## config.mk

```make
export PLATFORM = sky130hd
export DESIGN_NAME = mem_req_arbiter
export DESIGN_NICKNAME = d
export VERILOG_FILES = /design/src/rtl/mem_ctl_pkg.sv /design/src/rtl/mem_req_arbiter_tag_fifo.sv /design/src/rtl/mem_req_arbiter.sv
export SDC_FILE = /design/constraint.sdc
export NUM_CORES = 1
export LEC_CHECK = 0
export BUFFER_PORTS_ARGS = -buffer_cell sky130_fd_sc_hd__buf_2
export CAP_MARGIN = 30
export CORE_MARGIN = 4
export CORE_UTILIZATION = 25
export CTS_CLUSTER_DIAMETER = 60
export DETAILED_ROUTE_END_ITERATION = 8
export PLACE_DENSITY_LB_ADDON = 0.15
export SKIP_CTS_REPAIR_TIMING = 1
export SYNTH_ARGS = -nofsm -noshare
export SYNTH_HDL_FRONTEND = slang
export SYNTH_SLANG_ARGS = --single-unit
```

## constraint.sdc

```tcl
create_clock -name clk -period 4.6 [get_ports clk]
set_input_delay 0.69 -clock clk [delete_from_list [all_inputs] [get_ports clk]]
set_output_delay 0.69 -clock clk [all_outputs]
set_load 0.03 [all_outputs]
```

## src/rtl/mem_ctl_pkg.sv

```systemverilog
// rtl/mem_ctl_pkg.sv - shared memory-controller command codes and bus widths
package mem_ctl_pkg;

  localparam int CMD_W  = 2;
  localparam int ADDR_W = 22;
  localparam int DATA_W = 64;

  typedef logic [CMD_W-1:0] mem_cmd_t;

  localparam mem_cmd_t CMD_NOOP    = 2'd0;
  localparam mem_cmd_t CMD_REFRESH = 2'd1;
  localparam mem_cmd_t CMD_READ    = 2'd2;
  localparam mem_cmd_t CMD_WRITE   = 2'd3;

endpackage

```

## src/rtl/mem_req_arbiter_tag_fifo.sv

```systemverilog
// rtl/mem_req_arbiter_tag_fifo.sv - in-order FIFO of requester ids for outstanding reads
module tag_fifo #(
  parameter int W          = 2,
  parameter int DEPTH_LOG2 = 5
) (
  input  logic                  clk,
  input  logic                  rst,
  input  logic                  push,
  input  logic [W-1:0]          push_data,
  input  logic                  pop,
  output logic [W-1:0]          head,
  output logic                  full,
  output logic                  empty,
  output logic [DEPTH_LOG2:0]   count
);

  logic [W-1:0]            mem [2**DEPTH_LOG2];
  logic [DEPTH_LOG2-1:0]   wr_ptr;
  logic [DEPTH_LOG2-1:0]   rd_ptr;

  always_ff @(posedge clk) begin
    if (push) mem[wr_ptr] <= push_data;
  end

  always_ff @(posedge clk) begin
    if (rst) begin
      wr_ptr <= '0;
      rd_ptr <= '0;
      count  <= '0;
    end else begin
      if (push) wr_ptr <= wr_ptr + 1'b1;
      if (pop)  rd_ptr <= rd_ptr + 1'b1;
      case ({push, pop})
        2'b10:   count <= count + 1'b1;
        2'b01:   count <= count - 1'b1;
        default: count <= count;
      endcase
    end
  end

  assign head  = mem[rd_ptr];
  assign full  = count[DEPTH_LOG2];
  assign empty = (count == '0);

endmodule

```

## src/rtl/mem_req_arbiter.sv

```systemverilog
// rtl/mem_req_arbiter.sv - round-robin burst-locked sharing of mem_ctl request/response FIFOs
module mem_req_arbiter
  import mem_ctl_pkg::*;
#(
  parameter int NREQ           = 4,
  parameter int BURST_LEN      = 8,
  parameter int TAG_DEPTH_LOG2 = 5
) (
  input  logic                     clk,
  input  logic                     rst,
  input  logic [NREQ-1:0]          req_valid,
  input  logic [CMD_W*NREQ-1:0]    req_cmd,
  input  logic [ADDR_W*NREQ-1:0]   req_addr,
  input  logic [DATA_W*NREQ-1:0]   req_dta,
  output logic [NREQ-1:0]          req_ack,
  output logic                     mem_req_wr_en,
  output logic [CMD_W-1:0]         mem_req_wr_cmd,
  output logic [ADDR_W-1:0]        mem_req_wr_addr,
  output logic [DATA_W-1:0]        mem_req_wr_dta,
  input  logic                     mem_req_wr_almost_full,
  input  logic                     mem_res_empty,
  output logic                     mem_res_rd_en,
  input  logic                     mem_res_rd_valid,
  input  logic [DATA_W-1:0]        mem_res_rd_dta,
  output logic [NREQ-1:0]          rsp_valid,
  output logic [DATA_W-1:0]        rsp_dta,
  output logic                     error
);

  localparam int IDW = (NREQ > 1) ? $clog2(NREQ) : 1;

  logic [IDW-1:0]          holder;
  logic [7:0]              burst_cnt;
  logic                    locked;
  logic [NREQ-1:0]         eligible;
  logic                    grant_vld;
  logic                    grant_keep;
  logic [IDW-1:0]          grant_idx;
  logic [IDW-1:0]          cand;
  mem_cmd_t                sel_cmd;
  logic [ADDR_W-1:0]       sel_addr;
  logic [DATA_W-1:0]       sel_dta;
  logic                    tag_push;
  logic                    tag_full;
  logic                    tag_empty;
  logic [IDW-1:0]          tag_head;
  logic [TAG_DEPTH_LOG2:0] tag_count;
  logic [IDW-1:0]          id_pipe;
  logic                    id_vld;
  logic                    orphan_q;

  always_comb begin
    eligible = '0;
    for (int i = 0; i < NREQ; i++)
      eligible[i] = req_valid[i] & ~mem_req_wr_almost_full &
                    ((req_cmd[CMD_W*i +: CMD_W] != CMD_READ) | ~tag_full);
  end

  // Keep the burst holder while it stays eligible; otherwise rotate starting after it.
  always_comb begin
    grant_vld  = 1'b0;
    grant_keep = 1'b0;
    grant_idx  = holder;
    cand       = holder;
    if (!rst) begin
      if (locked && eligible[holder] && (burst_cnt < 8'(BURST_LEN))) begin
        grant_vld  = 1'b1;
        grant_keep = 1'b1;
      end else begin
        for (int k = 1; k <= NREQ; k++) begin
          cand = IDW'((int'(holder) + k) % NREQ);
          if (!grant_vld && eligible[cand]) begin
            grant_vld = 1'b1;
            grant_idx = cand;
          end
        end
      end
    end
  end

  always_comb begin
    sel_cmd  = CMD_NOOP;
    sel_addr = '0;
    sel_dta  = '0;
    for (int i = 0; i < NREQ; i++) begin
      if (IDW'(i) == grant_idx) begin
        sel_cmd  = req_cmd[CMD_W*i +: CMD_W];
        sel_addr = req_addr[ADDR_W*i +: ADDR_W];
        sel_dta  = req_dta[DATA_W*i +: DATA_W];
      end
    end
  end

  assign req_ack       = grant_vld ? (NREQ'(1) << grant_idx) : '0;
  assign tag_push      = grant_vld && (sel_cmd == CMD_READ);
  assign mem_res_rd_en = ~rst & ~mem_res_empty & ~tag_empty;

  always_ff @(posedge clk) begin
    if (rst) begin
      holder          <= IDW'(NREQ - 1);
      burst_cnt       <= '0;
      locked          <= 1'b0;
      mem_req_wr_en   <= 1'b0;
      mem_req_wr_cmd  <= '0;
      mem_req_wr_addr <= '0;
      mem_req_wr_dta  <= '0;
    end else begin
      mem_req_wr_en <= grant_vld;
      if (grant_vld) begin
        mem_req_wr_cmd  <= sel_cmd;
        mem_req_wr_addr <= sel_addr;
        mem_req_wr_dta  <= sel_dta;
        holder          <= grant_idx;
        burst_cnt       <= grant_keep ? burst_cnt + 8'd1 : 8'd1;
        locked          <= 1'b1;
      end else begin
        locked <= 1'b0;
      end
    end
  end

  tag_fifo #(
    .W          (IDW),
    .DEPTH_LOG2 (TAG_DEPTH_LOG2)
  ) u_tag_fifo (
    .clk       (clk),
    .rst       (rst),
    .push      (tag_push),
    .push_data (grant_idx),
    .pop       (mem_res_rd_en),
    .head      (tag_head),
    .full      (tag_full),
    .empty     (tag_empty),
    .count     (tag_count)
  );

  // Data returned with no id in flight, or a non-empty response FIFO with no read
  // outstanding for two consecutive cycles, means the memory side lost sync.
  always_ff @(posedge clk) begin
    if (rst) begin
      id_pipe   <= '0;
      id_vld    <= 1'b0;
      rsp_valid <= '0;
      rsp_dta   <= '0;
      orphan_q  <= 1'b0;
      error     <= 1'b0;
    end else begin
      id_vld <= mem_res_rd_en;
      if (mem_res_rd_en) id_pipe <= tag_head;
      rsp_valid <= (mem_res_rd_valid && id_vld) ? (NREQ'(1) << id_pipe) : '0;
      if (mem_res_rd_valid) rsp_dta <= mem_res_rd_dta;
      orphan_q <= ~mem_res_empty & (tag_count == '0);
      if ((mem_res_rd_valid && !id_vld) ||
          (orphan_q && !mem_res_empty && (tag_count == '0)))
        error <= 1'b1;
    end
  end

endmodule
```

Word-level counts from Yosys, hierarchy flattened
Memory sizes are Yosys's and may differ from the RTL's. A register that Yosys moved wholly into a read port is not among the register bits.
Index checks and enable logic that the tools add are counted.
{"block": "word_totals", "register_bits": 187, "out_inout_bits": 163, "mem_bits_rw": 64, "in_bits": 425, "mem_count": 1, "elab_cells": 132}
{"block": "classes", "order_cmp": 6, "n_mux": 48, "n_reduce_logical": 20, "n_shift": 2, "eq_ne": 10, "add_sub_neg": 9, "bitwise": 21}
{"memory": "u_tag_fifo.mem", "words": 32, "word_bits": 2, "rd": 1, "rd_clocked_by_memory_dff": 1, "wr": 1, "line_no": "mem_req_arbiter_tag_fifo.sv:17", "rtl": "logic [W-1:0] mem [2**DEPTH_LOG2];"}
{"op": "two-way mux 64 bit", "n": 4}
{"op": "two-way mux 22 bit", "n": 4}
{"op": "two-way mux 1 bit", "n": 22}
{"op": "two-way mux 2 bit", "n": 10}
{"op": "< comparator 2 x 3 -> 1 bit, second input constant", "n": 5}
{"op": "one-hot mux 6 bit (2 select lines)", "n": 1}
{"op": "AND 1 bit", "n": 11}
{"op": "adder 5 x 1 -> 5 bit, second input constant", "n": 2}
{"op": "binary-select mux 1 bit (select 2 bit)", "n": 5}
{"op": "logical AND 1 bit", "n": 10}
{"op": "adder 8 x 1 -> 8 bit, second input constant", "n": 1}
{"op": "< comparator 8 x 4 -> 1 bit, second input constant", "n": 1}
{"op": "two-way mux 8 bit", "n": 1}
{"op": "inequality test 2 bit, second input constant", "n": 4}
{"op": "left shift 1 x 2 -> 4 bit, first input constant", "n": 2}
{"op": "adder 6 x 1 -> 6 bit, second input constant", "n": 1}
{"op": "logical NOT 6 bit", "n": 1}
{"op": "inverter 1 bit", "n": 6}
{"op": "subtractor 6 x 1 -> 6 bit, second input constant", "n": 1}
{"op": "logical NOT 1 bit", "n": 5}
{"op": "adder 2 x 1 -> 2 bit, second input constant", "n": 2}
{"op": "adder 2 bit, second input constant", "n": 2}
{"op": "== test 2 bit, first input constant", "n": 2}
{"op": "== test 2 bit, second input constant", "n": 2}
{"op": "other kinds (8)", "n": 11}

Longest topological paths before layout
{"block": "logic_depth", "depth_word": 33, "mapped_depth": 20, "ltp_nobuf": 17}

Modules after synthesis
Synthesis repeated with hierarchy kept, for this count alone.
{"block": "unflattened", "hier_cells": 1145, "hier_area_um2": 12359.4}
{"module": "mem_req_arbiter", "instances": 1, "cells_per_inst": 863, "area_per_inst_um2": 8657.1}
{"module": "tag_fifo", "instances": 1, "cells_per_inst": 282, "area_per_inst_um2": 3702.3}

Worst setup path after synthesis
No wires, ideal clock.
{"block": "synth_timing", "path_type": "input to register", "start": "input port req_cmd[0]", "end": "register u_tag_fifo.count[4]", "stages": 18, "slack_ns": 0.273, "n_path_buf": 2, "setup_ns": 0.128, "arrival_ns": 4.199, "path_cell_list": "nand3b_2 a32o_1 a2bb2oi_2 a31oi_1 or4_4 a211o_1 buf_4 o22ai_4 inv_4 ha_1 buf_1 xor2_1 ha_1 a21oi_1 a32oi_1 a21oi_1 xnor2_1 nor2_1"}
{"block": "synth_between", "elab_chain_len": 32, "elab_cells_between_ends": 53, "classes_between": "eq/ne (7); mux (33); bitwise (2); reduce/logical (11)"}
{"element": "start: declaration", "line_no": "mem_req_arbiter.sv:12", "rtl": "input logic [CMD_W*NREQ-1:0] req_cmd,"}
{"element": "inequality test 2 bit", "line_no": "mem_req_arbiter.sv:56", "rtl": "((req_cmd[CMD_W*i +: CMD_W] != CMD_READ) | ~tag_full);"}
{"element": "bitwise OR 1 bit", "line_no": "mem_req_arbiter.sv:56"}
{"element": "AND 1 bit", "line_no": "mem_req_arbiter.sv:55", "rtl": "eligible[i] = req_valid[i] & ~mem_req_wr_almost_full &"}
{"element": "binary-select mux 1 bit (select 2 bit)", "line_no": "mem_req_arbiter.sv:72", "rtl": "if (!grant_vld && eligible[cand]) begin"}
{"element": "two-way mux 1 bit (implied by the code)", "line_no": "mem_req_arbiter.sv:72"}
{"element": "two-way mux 1 bit", "line_no": "mem_req_arbiter.sv:72"}
{"element": "two-way mux 1 bit", "line_no": "mem_req_arbiter.sv:66", "rtl": "if (locked && eligible[holder] && (burst_cnt < 8'(BURST_LEN))) begin"}
{"element": "two-way mux 1 bit", "line_no": "mem_req_arbiter.sv:65", "rtl": "if (!rst) begin"}
{"element": "[... 13 more ...]"}
{"element": "two-way mux 2 bit", "line_no": "mem_req_arbiter.sv:66"}
{"element": "two-way mux 2 bit", "line_no": "mem_req_arbiter.sv:65"}
{"element": "logical NOT 2 bit", "line_no": "mem_req_arbiter.sv:86", "rtl": "if (IDW'(i) == grant_idx) begin"}
{"element": "two-way mux 2 bit (4 in series)", "line_no": "mem_req_arbiter.sv:86"}
{"element": "== test 2 bit", "line_no": "mem_req_arbiter.sv:95", "rtl": "assign tag_push = grant_vld && (sel_cmd == CMD_READ);"}
{"element": "logical AND 1 bit *", "line_no": "mem_req_arbiter.sv:95"}
{"element": "== test 2 x 1 -> 1 bit or == test 2 bit (tied branches)", "line_no": "mem_req_arbiter_tag_fifo.sv:33", "rtl": "case ({push, pop})"}
{"element": "one-hot mux 6 bit (2 select lines) or nonzero test 2 bit (tied branches)"}
{"element": "end signal: assignment", "line_no": "mem_req_arbiter_tag_fifo.sv:34", "rtl": "2'b10: count <= count + 1'b1;"}
{"element": "end signal: assignment", "line_no": "mem_req_arbiter_tag_fifo.sv:35", "rtl": "2'b01: count <= count - 1'b1;"}
{"element": "end signal: assignment", "line_no": "mem_req_arbiter_tag_fifo.sv:36", "rtl": "default: count <= count;"}
{"element": "end: declaration", "line_no": "mem_req_arbiter_tag_fifo.sv:14", "rtl": "output logic [DEPTH_LOG2:0] count"}
Every way passes the cells marked *; elsewhere a longest branch is shown, timed or not. The select of a mux whose other input is x is not followed.
A chain may end at the register's enable or synchronous reset.

Worst setup path after layout
{"block": "layout_timing", "start": "register u_tag_fifo.count[5]", "end": "register u_tag_fifo.count[5]"}
{"block": "layout_between", "elab_chain_len": 32, "elab_cells_between_ends": 64, "classes_between": "add/sub (2); eq/ne (6); mux (33); bitwise (11); reduce/logical (12)"}
{"element": "inverter 1 bit", "line_no": "mem_req_arbiter.sv:56"}
{"element": "bitwise OR 1 bit", "line_no": "mem_req_arbiter.sv:56"}
{"element": "AND 1 bit", "line_no": "mem_req_arbiter.sv:55"}
{"element": "binary-select mux 1 bit (select 2 bit)", "line_no": "mem_req_arbiter.sv:72"}
{"element": "two-way mux 1 bit (implied by the code)", "line_no": "mem_req_arbiter.sv:72"}
{"element": "two-way mux 1 bit", "line_no": "mem_req_arbiter.sv:72"}
{"element": "two-way mux 1 bit", "line_no": "mem_req_arbiter.sv:66"}
{"element": "two-way mux 1 bit", "line_no": "mem_req_arbiter.sv:65"}
{"element": "[... 13 more ...]"}
{"element": "two-way mux 2 bit", "line_no": "mem_req_arbiter.sv:66"}
{"element": "two-way mux 2 bit", "line_no": "mem_req_arbiter.sv:65"}
{"element": "logical NOT 2 bit", "line_no": "mem_req_arbiter.sv:86"}
{"element": "two-way mux 2 bit (4 in series)", "line_no": "mem_req_arbiter.sv:86"}
{"element": "== test 2 bit", "line_no": "mem_req_arbiter.sv:95"}
{"element": "logical AND 1 bit", "line_no": "mem_req_arbiter.sv:95"}
{"element": "== test 2 x 1 -> 1 bit or == test 2 bit (tied branches)", "line_no": "mem_req_arbiter_tag_fifo.sv:33"}
{"element": "one-hot mux 6 bit (2 select lines) or nonzero test 2 bit (tied branches)"}
Several ways; a longest one is shown, not always the timed one. The select of a mux whose other input is x is not followed.

==> results_dict.tcl <==
set metrics [dict create \
    instances_no_fill 2507 \
    mostFrequentLayoutCells "buf_2, nand2_1, dfxtp_1" \
    globalplace.congestion 0.853 \
    synth_edf_count 64 \
    num-fill-cells 4942 \
    cts_root_buf "clkbuf_16" \
    synth_area_per_cell_sq_um 9.06 \
    final_hold_viol_count 0 \
    synth_mux_area_share_pct 10.2 \
    path_buf_inv 1 \
    setup_viol 0 \
    rows 79 \
    cts.clk_slew.worst_paths_ps 60 \
    syn_nets 1746 \
    slowest_stage "or4_4" \
    antenna_left 0 \
    synth-adder-area-share_pct 0.947 \
    synth_area_sq_um 11900 \
    drtPass1Iterations 5 \
    p_leak_nw 7.83 \
    synthToLayoutAreaGrowth_pct 40.3 \
    grt_pass1_wl_mm 72.6 \
    hold_path.class "in2reg" \
    synth-xor-area-share_pct 0.958 \
    grt_antenna_before_repair 26 \
    nNetsFinal 2292 \
    gr-total-overflow 0 \
    skew_ps 24.3 \
    finalSetupTns_ps 0 \
    crit_arrival_ps 4610 \
    vias_per_cell 4.80 \
    slowest_delay_ps 560 \
    rsz0062_at_grt "no" \
    max_freq_ghz 0.241 \
    r2r_slack_ps 450 \
    die_w_microns 226 \
    post-place-cells 2428 \
    synth_top_cell_area_share_pct 31.7 \
    crit_fanout 8 \
    cts_buffers 35 \
    io_buffers 587 \
    tightest_slew_ps 939 \
    wire_per_inst_microns 20.3 \
    drtIter0Drc 658 \
    drc_errors 0 \
    cp.required_ps 5050 \
    cts_sinks 252 \
    crit_type "reg2reg" \
    critPathTopFamily "compound AO/OA/AOI/OAI gates" \
    core_sq_um 46800 \
    async_flop_share_pct 0 \
    synthSimpleGateAreaFrac_pct 15.5 \
    clk_path_buf_depth 3 \
    wirelength_mm 50.8 \
    vias 12043 \
    path_common_cell "a32oi_1" \
    finalMaxSlewViolations 0 \
    worst_setup_path_start_kind "register" \
    end_kind "register" \
    period_share_pct 90.2 \
    syn_inst 1312 \
    drv_cap 0 \
    grt.total_usage_pct 18.6 \
    slew_headroom_pct 37.3 \
    synth_top_family_by_area "compound AO/OA/AOI/OAI gates" \
    fin_crit_ps 4150 \
    synth_flop_cell "dfxtp_1" \
    dieHeight_microns 226 \
    num_io_pins 588 \
    clkLatencyLatePin_ps 540 \
    htree_levels 2 \
    yosys_warnings 0 \
    ys_seq_area_share_pct 47.8 \
    status "finished, final reports clean" \
    layout-drive-gt1-share_pct 38.0 \
    ys_types 60 \
    synth_area_leaders "dfxtp_1, edfxtp_1, nand2_1" \
    grt_max_degree 104 \
    grt_pass1_vias 11929 \
    synth_area_leader_cell "dfxtp_1" \
    start_util_pct 25.4 \
    final_common_cell "buf_2" \
    ir_worst_vdd_mv 0.265 \
    hpwl_mm 38.3 \
    die-area_sq_um 51100 \
    power.density_nw_per_um2 403 \
    crit_chain "nand3b_2 -> a32oi_1 -> a2bb2oi_2 -> a31oi_1 -> or4_4 -> a211o_1 -> o22ai_4 -> inv_4 -> ha_1 -> a21o_1 -> a22o_1 -> o21ai_0 -> a32oi_1 -> or3_1 -> a21oi_1" \
    power.total_mw 6.72 \
    synth_compound_area_share_pct 20.7 \
    synth.ff_latch_count 252 \
    cts_tree "done" \
]
-- cell families (layout without fill, tap and decap cells) --
logic type / count (synthesis) / after routing
buffers and inverters: 120 / 692
multiplexers: 95 / 95
XOR/XNOR: 13 / 13
flip-flops: 252 / 252
AND/OR/NAND/NOR: 450 / 450
AO/OA/AOI/OAI: 373 / 373
adder cells (fa/ha/maj): 9 / 9
other: 0 / 16
-- flip-flops by register name (all words and copies together), names as in the netlist --
name / cells
burst_cnt: 8
error: 1
holder: 2
id_pipe: 2
id_vld: 1
mem_req_wr_addr: 22
mem_req_wr_cmd: 2
mem_req_wr_dta: 64
mem_req_wr_en: 1
orphan_q: 1
rsp_dta: 64
rsp_valid: 4
u_tag_fifo.count: 6
u_tag_fifo.mem: 64
u_tag_fifo.rd_ptr: 5
u_tag_fifo.wr_ptr: 5
-- metrics by stage --
stage	hold WS, ps	setup WS (ps)	utilization (%)	instance area [sq um]
6_report	362	449	35.7	16700
5_1_grt	333	129	35.6	16700
4_1_cts	330	428	35.6	16600
3_5_place_dp	424	144	33.1	15500
3_3_place_gp	418	151	33.1	15500
2_1_floorplan	401	273	-	11900
-- synthesized netlist by cell type (6+ instances only) --
library cell,number
xor2_1,8
ha_1,9
and2_1,6
nand3b_1,6
a211o_1,38
nand4_1,6
o22ai_1,6
nand2_1,253
a21o_1,49
inv_1,12
dfxtp_1,188
buf_2,6
mux4_2,20
mux2i_1,69
o21ai_0,65
a221oi_1,47
a211oi_1,10
edfxtp_1,64
nand3_1,18
buf_1,22
nor2_1,138
mux2_2,6
a21oi_1,129
clkbuf_1,76
-- area by class of cell --
cell class | instances | area (sq um) | share of cell area [%]
Timing Repair Buffer | 614 | 3200 | 19.2
Multi-Input combinational cell | 940 | 5790 | 34.7
Tap cell | 607 | 759 | 4.55
Clock buffer | 46 | 1010 | 6.05
Clock inverter | 17 | 131 | 0.788
Antenna cell | 16 | 40.0 | 0.240
Inverter | 15 | 61.3 | 0.368
Sequential cell | 252 | 5690 | 34.1
-- path summary, 6_finish.rpt --
kind,start,endpoint,depth (start not counted)
worst max-delay path,u_tag_fifo.count[5],u_tag_fifo.count[5],15
worst min-delay path,req_dta[204],mem_req_wr_dta[12],2
worst max register to register,u_tag_fifo.count[5],u_tag_fifo.count[5],15
worst min register to register,orphan_q,error,2
-- metal layers --
metal / part of all wire [%] / vias to the layer above / global-route usage (%) / wire length (microns)
met4: 3.8 / 14 / 7.88 / 1950
met1: 39 / 5671 / 22.0 / 19900
met5: 0.15 / - / 0 / 76
li1: - / 5814 / - / -
met3: 7.4 / 114 / 6.04 / 3770
met2: 49 / 430 / 31.2 / 25100
-- power breakdown --
group	switching [mW]	internal [mW]	leakage (nW)	total (mW)
logic	1.00	0.548	5.16	1.55
registers	0.0746	2.44	2.12	2.51
clock network	1.06	1.61	0.558	2.66
-- worst register-to-register path, delay by kind of cell, from the launching register on --
| family | cells | cell delay, ps |
|---|---|---|
| compound gates | 10 | 2100 |
| fa+ha+maj | 1 | 240 |
| buf+inv | 1 | 80 |
| flops | 1 | 550 |
| simple gates | 3 | 1110 |
Power figures use the tool's default switching activity.
